**config.mk**
```make
export PLATFORM = sky130hd
export DESIGN_NAME = wb_adc_reader
export DESIGN_NICKNAME = d
export VERILOG_FILES = /design/src/rtl/vco_adc_pkg.sv /design/src/rtl/sync_fifo.sv /design/src/rtl/wb_adc_reader.sv
export SDC_FILE = /design/constraint.sdc
export NUM_CORES = 1
export LEC_CHECK = 0
export BUFFER_PORTS_ARGS = -buffer_cell sky130_fd_sc_hd__buf_4
export CAP_MARGIN = 20
export CELL_PAD_IN_SITES_DETAIL_PLACEMENT = 1
export CELL_PAD_IN_SITES_GLOBAL_PLACEMENT = 2
export CORE_ASPECT_RATIO = 1.2
export CORE_MARGIN = 10
export CORE_UTILIZATION = 42
export CTS_BUF_LIST = sky130_fd_sc_hd__clkbuf_8
export DETAILED_ROUTE_END_ITERATION = 8
export GPL_ROUTABILITY_DRIVEN = 1
export PLACE_DENSITY_LB_ADDON = 0.1
export SLEW_MARGIN = 20
export SYNTH_ARGS = -nofsm -noshare
export SYNTH_HDL_FRONTEND = slang
export SYNTH_SLANG_ARGS = --single-unit
export TNS_END_PERCENT = 1
```
**constraint.sdc**
```tcl
create_clock -name wb_clk_i -period 3.4 [get_ports wb_clk_i]
set_input_delay 0.51 -clock wb_clk_i [delete_from_list [all_inputs] [get_ports wb_clk_i]]
set_output_delay 0.51 -clock wb_clk_i [all_outputs]
set_load 0.05 [all_outputs]
```
**src/rtl/vco_adc_pkg.sv**
```systemverilog
// ---------------------------------------------------------------------------
// vco_adc_pkg
//   Shared definitions for the VCO ADC Wishbone reader.
//   - Default register map of the ADC wrapper slave (base, status, data).
//   - Index of the sample-valid bit inside the status register.
//   - State encoding of the reader FSM.
// ---------------------------------------------------------------------------
package vco_adc_pkg;

    localparam logic [31:0] ADDR_BASE_DEF    = 32'h3000_0000;
    localparam logic [31:0] STATUS_OFS_DEF   = 32'h0000_0004;
    localparam logic [31:0] DATA_OFS_DEF     = 32'h0000_0008;
    localparam int          STATUS_VALID_BIT = 0;

    typedef enum logic [1:0] {
        IDLE    = 2'd0,
        RD_STAT = 2'd1,
        GAP     = 2'd2,
        RD_DATA = 2'd3
    } state_e;

endpackage : vco_adc_pkg

```
**src/rtl/sync_fifo.sv**
```systemverilog
// ---------------------------------------------------------------------------
// sync_fifo
//   Single-clock show-ahead FIFO used as the ADC sample buffer.
//
//   Handshake: the head entry is presented on data_o whenever valid_o=1; an
//   entry is consumed on a clock edge where valid_o && pop_i. A push is taken
//   when the FIFO is not full, or when it is full and an entry leaves in the
//   same cycle. A pop while empty is ignored, so push+pop on an empty FIFO
//   makes the pushed word appear at the head on the next cycle.
//
//   Ports:
//     clk_i, rst_ni   clock, asynchronous active-low reset
//     push_i, data_i  write request and write data
//     pop_i           consumer ready
//     data_o          head entry (0 after reset)
//     valid_o         FIFO not empty
//     full_o          FIFO full
// ---------------------------------------------------------------------------
module sync_fifo #(
    parameter int W     = 32,
    parameter int DEPTH = 4
) (
    input  logic         clk_i,
    input  logic         rst_ni,
    input  logic         push_i,
    input  logic [W-1:0] data_i,
    input  logic         pop_i,
    output logic [W-1:0] data_o,
    output logic         valid_o,
    output logic         full_o
);

    localparam int AW = $clog2(DEPTH);

    // One extra pointer bit distinguishes full from empty when indices match.
    logic [AW:0]  wr_q, wr_d;
    logic [AW:0]  rd_q, rd_d;
    logic [W-1:0] mem_q [DEPTH];
    logic [W-1:0] mem_d [DEPTH];
    logic         empty;
    logic         pop_ok;
    logic         push_ok;

    always_comb begin
        empty   = (wr_q == rd_q);
        full_o  = (wr_q[AW] != rd_q[AW]) && (wr_q[AW-1:0] == rd_q[AW-1:0]);
        valid_o = !empty;
        data_o  = mem_q[rd_q[AW-1:0]];
        pop_ok  = pop_i && !empty;
        push_ok = push_i && (!full_o || pop_ok);

        mem_d = mem_q;
        wr_d  = wr_q;
        rd_d  = rd_q;
        if (push_ok) begin
            mem_d[wr_q[AW-1:0]] = data_i;
            wr_d                = wr_q + (AW+1)'(1);
        end
        if (pop_ok) begin
            rd_d = rd_q + (AW+1)'(1);
        end
    end

    always_ff @(posedge clk_i or negedge rst_ni) begin
        if (!rst_ni) begin
            wr_q <= '0;
            rd_q <= '0;
            for (int i = 0; i < DEPTH; i++) begin
                mem_q[i] <= '0;
            end
        end else begin
            wr_q  <= wr_d;
            rd_q  <= rd_d;
            mem_q <= mem_d;
        end
    end

endmodule : sync_fifo

```
**src/rtl/wb_adc_reader.sv**
```systemverilog
// ---------------------------------------------------------------------------
// wb_adc_reader
//   Wishbone classic initiator that polls the VCO ADC wrapper. Every
//   period_i+1 cycles (while enable_i=1) it reads the status register; when
//   the sample-valid bit is set it waits one idle bus cycle and reads the
//   data register. Samples go into a small FIFO presented as a valid/ready
//   stream.
//
//   Optional feature (macro WB_ADC_READER_TIMEOUT_EN): an ack timeout of
//   TIMEOUT cycles aborts a hung bus cycle and sets the sticky err_o. With the
//   macro undefined the FSM waits indefinitely for ack and err_o is 0.
//
//   Ports:
//     wb_clk_i, wb_rst_ni    clock, asynchronous active-low reset
//     enable_i, period_i     polling enable and poll interval minus 1
//     wbm_*                  Wishbone classic master (read-only)
//     smp_data_o/valid_o     FIFO head sample / FIFO not empty
//     smp_ready_i            consumer accepts head sample
//     overflow_o             sticky: sample dropped on a full FIFO
//     err_o                  sticky: ack timeout
// ---------------------------------------------------------------------------
module wb_adc_reader
    import vco_adc_pkg::*;
#(
    parameter logic [31:0] ADDR_BASE  = ADDR_BASE_DEF,
    parameter logic [31:0] STATUS_OFS = STATUS_OFS_DEF,
    parameter logic [31:0] DATA_OFS   = DATA_OFS_DEF,
    parameter int          PERIOD_W   = 16,
    parameter int          FIFO_DEPTH = 4,
    parameter int          TIMEOUT    = 255
) (
    input  logic                wb_clk_i,
    input  logic                wb_rst_ni,
    input  logic                enable_i,
    input  logic [PERIOD_W-1:0] period_i,
    output logic                wbm_cyc_o,
    output logic                wbm_stb_o,
    output logic                wbm_we_o,
    output logic [3:0]          wbm_sel_o,
    output logic [31:0]         wbm_adr_o,
    output logic [31:0]         wbm_dat_o,
    input  logic [31:0]         wbm_dat_i,
    input  logic                wbm_ack_i,
    output logic [31:0]         smp_data_o,
    output logic                smp_valid_o,
    input  logic                smp_ready_i,
    output logic                overflow_o,
    output logic                err_o
);

    localparam logic [31:0] STAT_ADR = ADDR_BASE + STATUS_OFS;
    localparam logic [31:0] DATA_ADR = ADDR_BASE + DATA_OFS;

    state_e              state_q, state_d;
    logic [PERIOD_W-1:0] count_q, count_d;
    logic                cyc_q, cyc_d;
    logic [31:0]         adr_q, adr_d;
    logic                ovf_q, ovf_d;
    logic                tick;
    logic                push;
    logic                fifo_full;

`ifdef WB_ADC_READER_TIMEOUT_EN
    localparam int TO_W = ($clog2(TIMEOUT + 1) > 8) ? $clog2(TIMEOUT + 1) : 8;
    localparam logic [TO_W-1:0] TO_LAST = TO_W'(TIMEOUT - 1);

    logic [TO_W-1:0] to_q, to_d;
    logic            err_q, err_d;
`else
    logic [31:0] unused_timeout;
    assign unused_timeout = 32'(TIMEOUT);
`endif

    always_comb begin
        // Tick fires on the cycle the counter sits at period_i; ticks seen
        // outside IDLE are simply not acted on.
        tick    = enable_i && (count_q == period_i);
        count_d = (!enable_i || tick) ? '0 : count_q + PERIOD_W'(1);

        state_d = state_q;
        cyc_d   = cyc_q;
        adr_d   = adr_q;
        push    = 1'b0;

        case (state_q)
            IDLE: begin
                if (tick) begin
                    state_d = RD_STAT;
                    cyc_d   = 1'b1;
                    adr_d   = STAT_ADR;
                end
            end
            RD_STAT: begin
                if (wbm_ack_i) begin
                    cyc_d   = 1'b0;
                    adr_d   = '0;
                    state_d = wbm_dat_i[STATUS_VALID_BIT] ? GAP : IDLE;
                end
            end
            GAP: begin
                state_d = RD_DATA;
                cyc_d   = 1'b1;
                adr_d   = DATA_ADR;
            end
            RD_DATA: begin
                if (wbm_ack_i) begin
                    push    = 1'b1;
                    cyc_d   = 1'b0;
                    adr_d   = '0;
                    state_d = IDLE;
                end
            end
            default: begin
                state_d = IDLE;
                cyc_d   = 1'b0;
                adr_d   = '0;
            end
        endcase

`ifdef WB_ADC_READER_TIMEOUT_EN
        // Counts wait cycles of the current bus cycle; the abort lands on the
        // TIMEOUT-th cycle without ack so cyc is high for exactly TIMEOUT cycles.
        to_d  = '0;
        err_d = err_q;
        if (cyc_q && !wbm_ack_i) begin
            to_d = to_q + TO_W'(1);
            if (to_q == TO_LAST) begin
                to_d    = '0;
                err_d   = 1'b1;
                state_d = IDLE;
                cyc_d   = 1'b0;
                adr_d   = '0;
                push    = 1'b0;
            end
        end
`endif

        // A full FIFO only drops the sample when nothing leaves this cycle.
        ovf_d = ovf_q | (push && fifo_full && !(smp_valid_o && smp_ready_i));
    end

    always_ff @(posedge wb_clk_i or negedge wb_rst_ni) begin
        if (!wb_rst_ni) begin
            state_q <= IDLE;
            count_q <= '0;
            cyc_q   <= 1'b0;
            adr_q   <= '0;
            ovf_q   <= 1'b0;
`ifdef WB_ADC_READER_TIMEOUT_EN
            to_q    <= '0;
            err_q   <= 1'b0;
`endif
        end else begin
            state_q <= state_d;
            count_q <= count_d;
            cyc_q   <= cyc_d;
            adr_q   <= adr_d;
            ovf_q   <= ovf_d;
`ifdef WB_ADC_READER_TIMEOUT_EN
            to_q    <= to_d;
            err_q   <= err_d;
`endif
        end
    end

    assign wbm_cyc_o  = cyc_q;
    assign wbm_stb_o  = cyc_q;
    assign wbm_we_o   = 1'b0;
    assign wbm_sel_o  = {4{cyc_q}};
    assign wbm_adr_o  = adr_q;
    assign wbm_dat_o  = '0;
    assign overflow_o = ovf_q;

`ifdef WB_ADC_READER_TIMEOUT_EN
    assign err_o = err_q;
`else
    assign err_o = 1'b0;
`endif

    sync_fifo #(
        .W     (32),
        .DEPTH (FIFO_DEPTH)
    ) u_fifo (
        .clk_i   (wb_clk_i),
        .rst_ni  (wb_rst_ni),
        .push_i  (push),
        .data_i  (wbm_dat_i),
        .pop_i   (smp_ready_i),
        .data_o  (smp_data_o),
        .valid_o (smp_valid_o),
        .full_o  (fifo_full)
    );

endmodule : wb_adc_reader

```
==> results of run 1 <==
[cells in the mapped netlist (6+ instances only)]
cell type,n
mux4_2,32
buf_6,12
xnor2_1,29
nand4_1,11
nor2_1,15
buf_4,69
nand3_1,7
dfrtp_1,157
ha_1,6
mux2_2,96
nand2_1,11
o21ai_0,8
mux2_4,29
[final cells by class]
class | count | area [um2] | area share [%]
clock inverters | 11 | 164 | 1.85
clock buffers | 21 | 289 | 3.26
inverters | 5 | 18.8 | 0.212
multi-input cells | 348 | 3400 | 38.4
repair buffers | 102 | 785 | 8.84
well taps | 224 | 280 | 3.16
flip-flops and latches | 157 | 3930 | 44.3
[sequential cells by signal, indices dropped and copies added, names as in the netlist, named ones only]
register and flops:
u_fifo.mem_q 128, count_q 16, u_fifo.rd_q 3, u_fifo.wr_q 3, wbm_adr_o 3, overflow_o 1
state_q 1, wbm_cyc_o 1
[power groups by stage]
| stage | clock (mW) | combinational, mW | sequential [mW] |
|---|---|---|---|
| floorplan | 0 | 2.94 | 2.87 |
| global placement | 0 | 3.71 | 2.90 |
| detailed placement | 0 | 3.78 | 2.95 |
| CTS | 1.62 | 3.79 | 2.91 |
| global route | 1.71 | 3.96 | 3.00 |
| finish | 1.57 | 3.72 | 2.91 |
[cells by family after synthesis]
group	after synthesis	share of synthesized area, %
AO/OA/AOI/OAI	19	1.84
XOR/XNOR	35	4.02
adder cells (fa/ha/maj)	6	0.961
buffers and inverters	95	9.11
flip-flops	157	50.3
multiplexers	161	29.2
other	1	0.0480
AND/OR/NAND/NOR	65	4.55
[final timing paths]
| path | from | to | slack [ps] |
|---|---|---|---|
| setup reg to reg | u_fifo.wr_q[1] | u_fifo.mem_q[4] | 1140 |
| hold reg to reg | u_fifo.wr_q[2] | u_fifo.wr_q[2] | 490 |
| max in group asynchronous | wb_rst_ni | u_fifo.rd_q[1] | 2140 |
| min in group asynchronous | wb_rst_ni | u_fifo.mem_q[23] | 450 |
| setup / recovery | u_fifo.rd_q[0] | smp_data_o[24] | 600 |
| hold / removal | wbm_dat_i[22] | u_fifo.mem_q[118] | 300 |
[layer usage]
metal / vias to the layer above / track usage [%]
met5: - / 0
met2: 97 / 26.4
met4: 0 / 5.28
met1: 2318 / 17.6
met3: 17 / 3.86
li1: 1981 / -
[through the flow]
step,worst slack (ps),total power [mW],instance area [um2],cells,utilization [%]
2_1_floorplan,1350,5.81,8040,600,-
5_1_grt,413,8.67,8870,868,48.6
4_1_cts,486,8.32,8870,868,48.6
6_report,596,8.20,8870,868,48.6
3_3_place_gp,1020,6.60,8410,835,46.1
3_5_place_dp,1000,6.73,8410,835,46.1
[timing repair]
item                                    in CTS  in global routing
endpoints found under the setup margin       0                  0
hold buffers                                 1                  0
hold endpoints to repair                    15                  0
==> impl_metrics.env, run 1 <==
export IMPL_outcome="complete, no violations"
export IMPL_final_common_cell="dfrtp_1"
export IMPL_synthDistinctLibCells=37
export IMPL_slew_headroom_pct=53.9
export IMPL_worst_pin_slew_ps=692
export IMPL_critPathKind="register to output port"
export IMPL_fmax_mhz=357
export IMPL_antenna_found_initial=0
export IMPL_holdPathStages=2
export IMPL_crit_top_cell="buf_4"
export IMPL_dr_max_layer_used="met4"
export IMPL_drt_pre_antenna_iters=4
export IMPL_maxCapViolCount=0
export IMPL_dr_total_vias=4413
export IMPL_switching_share_pct=39.7
export IMPL_wire_per_inst_um=20.6
export IMPL_die_w_um=145
export IMPL_cp_arrival_ps=2290
export IMPL_routabilityCongestion=0.744
export IMPL_end_kind="output port"
export IMPL_num_io_pins=159
export IMPL_cts_setup_buffers=0
export IMPL_routed_wl_met3_um=710
export IMPL_rsz0062_at_grt="false"
export IMPL_cp_data_required_time_ps=2890
export IMPL_clock_power_share_pct=19.2
export IMPL_p_int_mw=4.95
export IMPL_p_leak_nw=4.37
export IMPL_reg2reg_depth=4
export IMPL_yosysSeqAreaShare_pct=50.3
export IMPL_post_route_min_period_ps=2800
export IMPL_path_cells="buf_4 > mux4_2 > buf_4"
export IMPL_coreArea_um2=18200
export IMPL_cts_tree="yes"
export IMPL_dp_hpwl_mm=12.2
export IMPL_ys_flop_type="dfrtp_1"
export IMPL_wl_met1_mm=7.35
export IMPL_critPathMaxStageDelay_ps=610
export IMPL_io_buffers=96
export IMPL_vias_per_cell=5.08
export IMPL_clkTransAtPathRegs_ps=80
export IMPL_post_synth_top_area_fraction_pct=50.3
export IMPL_power_frac_comb_pct=45.3
export IMPL_grt_first_pass_wirelength_mm=28.9
export IMPL_critical_path_slowest_cell="mux4_2"
export IMPL_hold_viol_final=0
export IMPL_clkLatencyLatePin_ps=450
export IMPL_tns_ps=0
export IMPL_synth_area_top_cells="dfrtp_1 50%, mux2_2 14%, mux4_2 9.2%"
export IMPL_postSynthCellCount=539
export IMPL_fillers=1865
export IMPL_clock_sinks=157
export IMPL_synth_edf_count=0
export IMPL_postRouteAntennaNets=0
export IMPL_ys_seq_elements=157
export IMPL_cp_depth=3
export IMPL_slew_viol_final=0
export IMPL_p_seq_share_pct=35.5
export IMPL_h_tree_depth=4
export IMPL_grt_max_degree=103
export IMPL_wl_met2_mm=9.58
export IMPL_first_iter_violations=127
export IMPL_area_delta_synth_final_pct=13.5
export IMPL_synth_area_leader_cell="dfrtp_1"
export IMPL_cts_buffers=17
export IMPL_ys_warnings_count=0
export IMPL_grt_overflow_total=0
export IMPL_power_density_nw_per_um2=925
export IMPL_finalCritPeriodShare_pct=82.5
export IMPL_start_util_pct=42.8
export IMPL_drt_total_wl_mm=17.9
export IMPL_drcViolationCount=0
export IMPL_dieArea_um2=24500
export IMPL_final_cell_mix="155 x dfrtp_1, 99 x buf_4, 96 x mux2_2"
export IMPL_hold_path_class="input port to register"
export IMPL_critPathLaunchType="register"
export IMPL_p_sw_mw=3.26
export IMPL_setup_viol=0
export IMPL_rows=54
export IMPL_cts_buffer_depth=2
export IMPL_cp_max_fo=32
export IMPL_cts_root_buf="clkbuf_8"
export IMPL_ir_drop_mv=0.312
export IMPL_crit_buf_inv=2
export IMPL_avgSynthCellArea_um2=14.5
export IMPL_syn_area_um2=7810
export IMPL_insertedDiodeCount=0
export IMPL_grt_pass1_vias=5160
export IMPL_die_y_um=169
export IMPL_cp_top_family="buffers and inverters"
export IMPL_hold_worst_slack_ps=300
export IMPL_drive_gt1_share_pct=46.6
export IMPL_cts_resized=0
export IMPL_skew_ps=10.4
export IMPL_layout_nets=690
export IMPL_async_reset_ff_share_pct=100
export IMPL_grt_usage_pct=15.2
Power figures use the tool's default switching activity.
==> run 2, diff against run 1 <==
Settings changed: CORE_UTILIZATION 42 to 39.
Clock period 3.4 ns to 2.6 ns, I/O delays scaled along.
==> run 2 against run 1 <==
Compared with the run above:
- hold slack worse by 120 ps
- first-iteration DRC count grew 10%
- global-route usage shrank 1.1 points
- clock power increased by 6%
- non-clock buffer count is 6 higher
- largest power group unchanged
- final area up 0.44%
- core utilization shrank 3.2 points
- clock-buffer cell count shrank 1
- sequential power increased by 30%
==> impl_metrics.env, run 2 (synthesis results as in run 1) <==
export IMPL_clkLatencyLatePin_ps=450
export IMPL_crit_buf_inv=2
export IMPL_start_util_pct=39.8
export IMPL_die_y_um=175
export IMPL_crit_start="u_fifo.rd_q[0]"
export IMPL_end_kind="output port"
export IMPL_ir_drop_mv=0.562
export IMPL_die_w_um=149
export IMPL_largest_reg_flops=128
export IMPL_power_density_nw_per_um2=1160
export IMPL_post_route_min_period_ps=2380
export IMPL_coreArea_um2=19600
export IMPL_dp_hpwl_mm=12.5
export IMPL_postRouteAntennaNets=0
export IMPL_cp_arrival_ps=1990
export IMPL_cts_buffer_depth=2
export IMPL_rrSetupSlack_ps=450
export IMPL_final_cell_mix="155 x dfrtp_1, 101 x buf_4, 96 x mux2_2"
export IMPL_worst_pin_slew_ps=686
export IMPL_vias_per_cell=4.95
export IMPL_slew_viol_final=0
export IMPL_cp_top_family="multiplexers"
export IMPL_finalCritPeriodShare_pct=91.6
export IMPL_p_leak_nw=4.40
export IMPL_num_io_pins=159
export IMPL_hold_path_class="input port to register"
export IMPL_cts_root_buf="clkbuf_8"
export IMPL_setup_viol=0
export IMPL_drive_gt1_share_pct=46.6
export IMPL_finalInstanceArea_um2=8910
export IMPL_h_tree_depth=4
export IMPL_wire_per_inst_um=19.5
export IMPL_io_buffers=96
export IMPL_largestRegisters="u_fifo.mem_q x128, count_q x16"
export IMPL_rsz0062_at_grt="false"
export IMPL_fmax_mhz=420
export IMPL_skew_ps=11.6
export IMPL_layout_nets=696
export IMPL_grt_overflow_total=0
export IMPL_dp_slack_ps=414
export IMPL_tns_ps=0
export IMPL_grt_usage_pct=14.0
export IMPL_cts_tree="yes"
export IMPL_critical_path_slowest_cell="mux4_2"
export IMPL_critPathKind="register to output port"
export IMPL_worst_slack_ps=218
export IMPL_grt_pass1_vias=5254
export IMPL_routabilityCongestion=0.787
export IMPL_grt_max_degree=72
export IMPL_cts_resized=0
export IMPL_hold_viol_final=0
export IMPL_regMostFlops="u_fifo.mem_q"
export IMPL_min_delay_start="wbm_dat_i[23]"
export IMPL_dr_total_vias=4496
export IMPL_drcViolationCount=0
export IMPL_critPathLaunchType="register"
export IMPL_insertedDiodeCount=0
export IMPL_cp_max_fo=34
export IMPL_cts_buffers=17
export IMPL_drt_pre_antenna_iters=4
export IMPL_antenna_found_initial=0
export IMPL_final_common_cell="dfrtp_1"
export IMPL_placed_cell_area_um2=8550
export IMPL_clkTransAtPathRegs_ps=80
export IMPL_grt_first_pass_wirelength_mm=28.8
export IMPL_fin_cells=909
export IMPL_path_cells="buf_12 > mux4_2 > buf_4"
export IMPL_r2r_start="u_fifo.wr_q[1]"
export IMPL_maxCapViolCount=0
export IMPL_first_iter_violations=140
export IMPL_dieArea_um2=26100
export IMPL_critPathMaxStageDelay_ps=580
export IMPL_rows=56
export IMPL_area_delta_synth_final_pct=14.0
export IMPL_slew_headroom_pct=54.3
export IMPL_dp_cells=878
export IMPL_drt_total_wl_mm=17.8
export IMPL_cp_data_required_time_ps=2210
export IMPL_outcome="complete, no violations"
export IMPL_clock_sinks=157
run 2: through the flow:
step / power (mW) / utilization, % / hold slack, ps
after detailed placement: 8.84 / 43.6 / 466
final: 10.4 / 45.4 / 180
after global placement: 8.69 / 43.6 / 456
after CTS: 10.5 / 45.4 / 151
after floorplan: 7.60 / - / 94.4
after global routing: 11.0 / 45.4 / 151
run 2: what timing repair did:
action                    CTS  global route
buffers inserted            0             0
hold endpoints to repair   67             0
hold buffers                1             0
run 2: worst reg2reg max path, stage by stage (launching register included):
cell and delay, ps:
dfrtp_1 430, xnor2_1 350, a41oi_4 310, nand2_4 530, mux2_2 410
run 2: path summary, 6_finish.rpt:
check,endpoint,depth (start not counted)
min reg2reg,overflow_o,1
max,smp_data_o[14],3
min in group asynchronous,u_fifo.mem_q[92],2
max in group asynchronous,u_fifo.mem_q[26],3
max reg2reg,u_fifo.mem_q[98],4
min,u_fifo.mem_q[119],2
run 2: cell type report:
type / instances / area, um2
Timing Repair Buffer: 108 / 880
Clock buffer: 20 / 275
Sequential cell: 157 / 3930
Multi-Input combinational cell: 348 / 3400
Inverter: 5 / 18.8
Tap cell: 261 / 327
Fill cell: 2042 / 10700
Clock inverter: 10 / 75.1
run 2: metal layers:
metal / vias to the layer above / GRT usage (%) / wire length, um
met3: 23 / 4.68 / 939
met1: 2382 / 15.5 / 7140
met2: 101 / 24.7 / 9460
met5: - / 0 / 0
met4: 0 / 4.50 / 231
li1: 1990 / - / -
run 2: power breakdown:
group          total (mW)  switching, mW  internal, mW
logic                4.90           2.84          2.06
registers            3.79          0.489          3.30
clock network        1.66          0.854         0.806
total                10.4           4.18          6.17
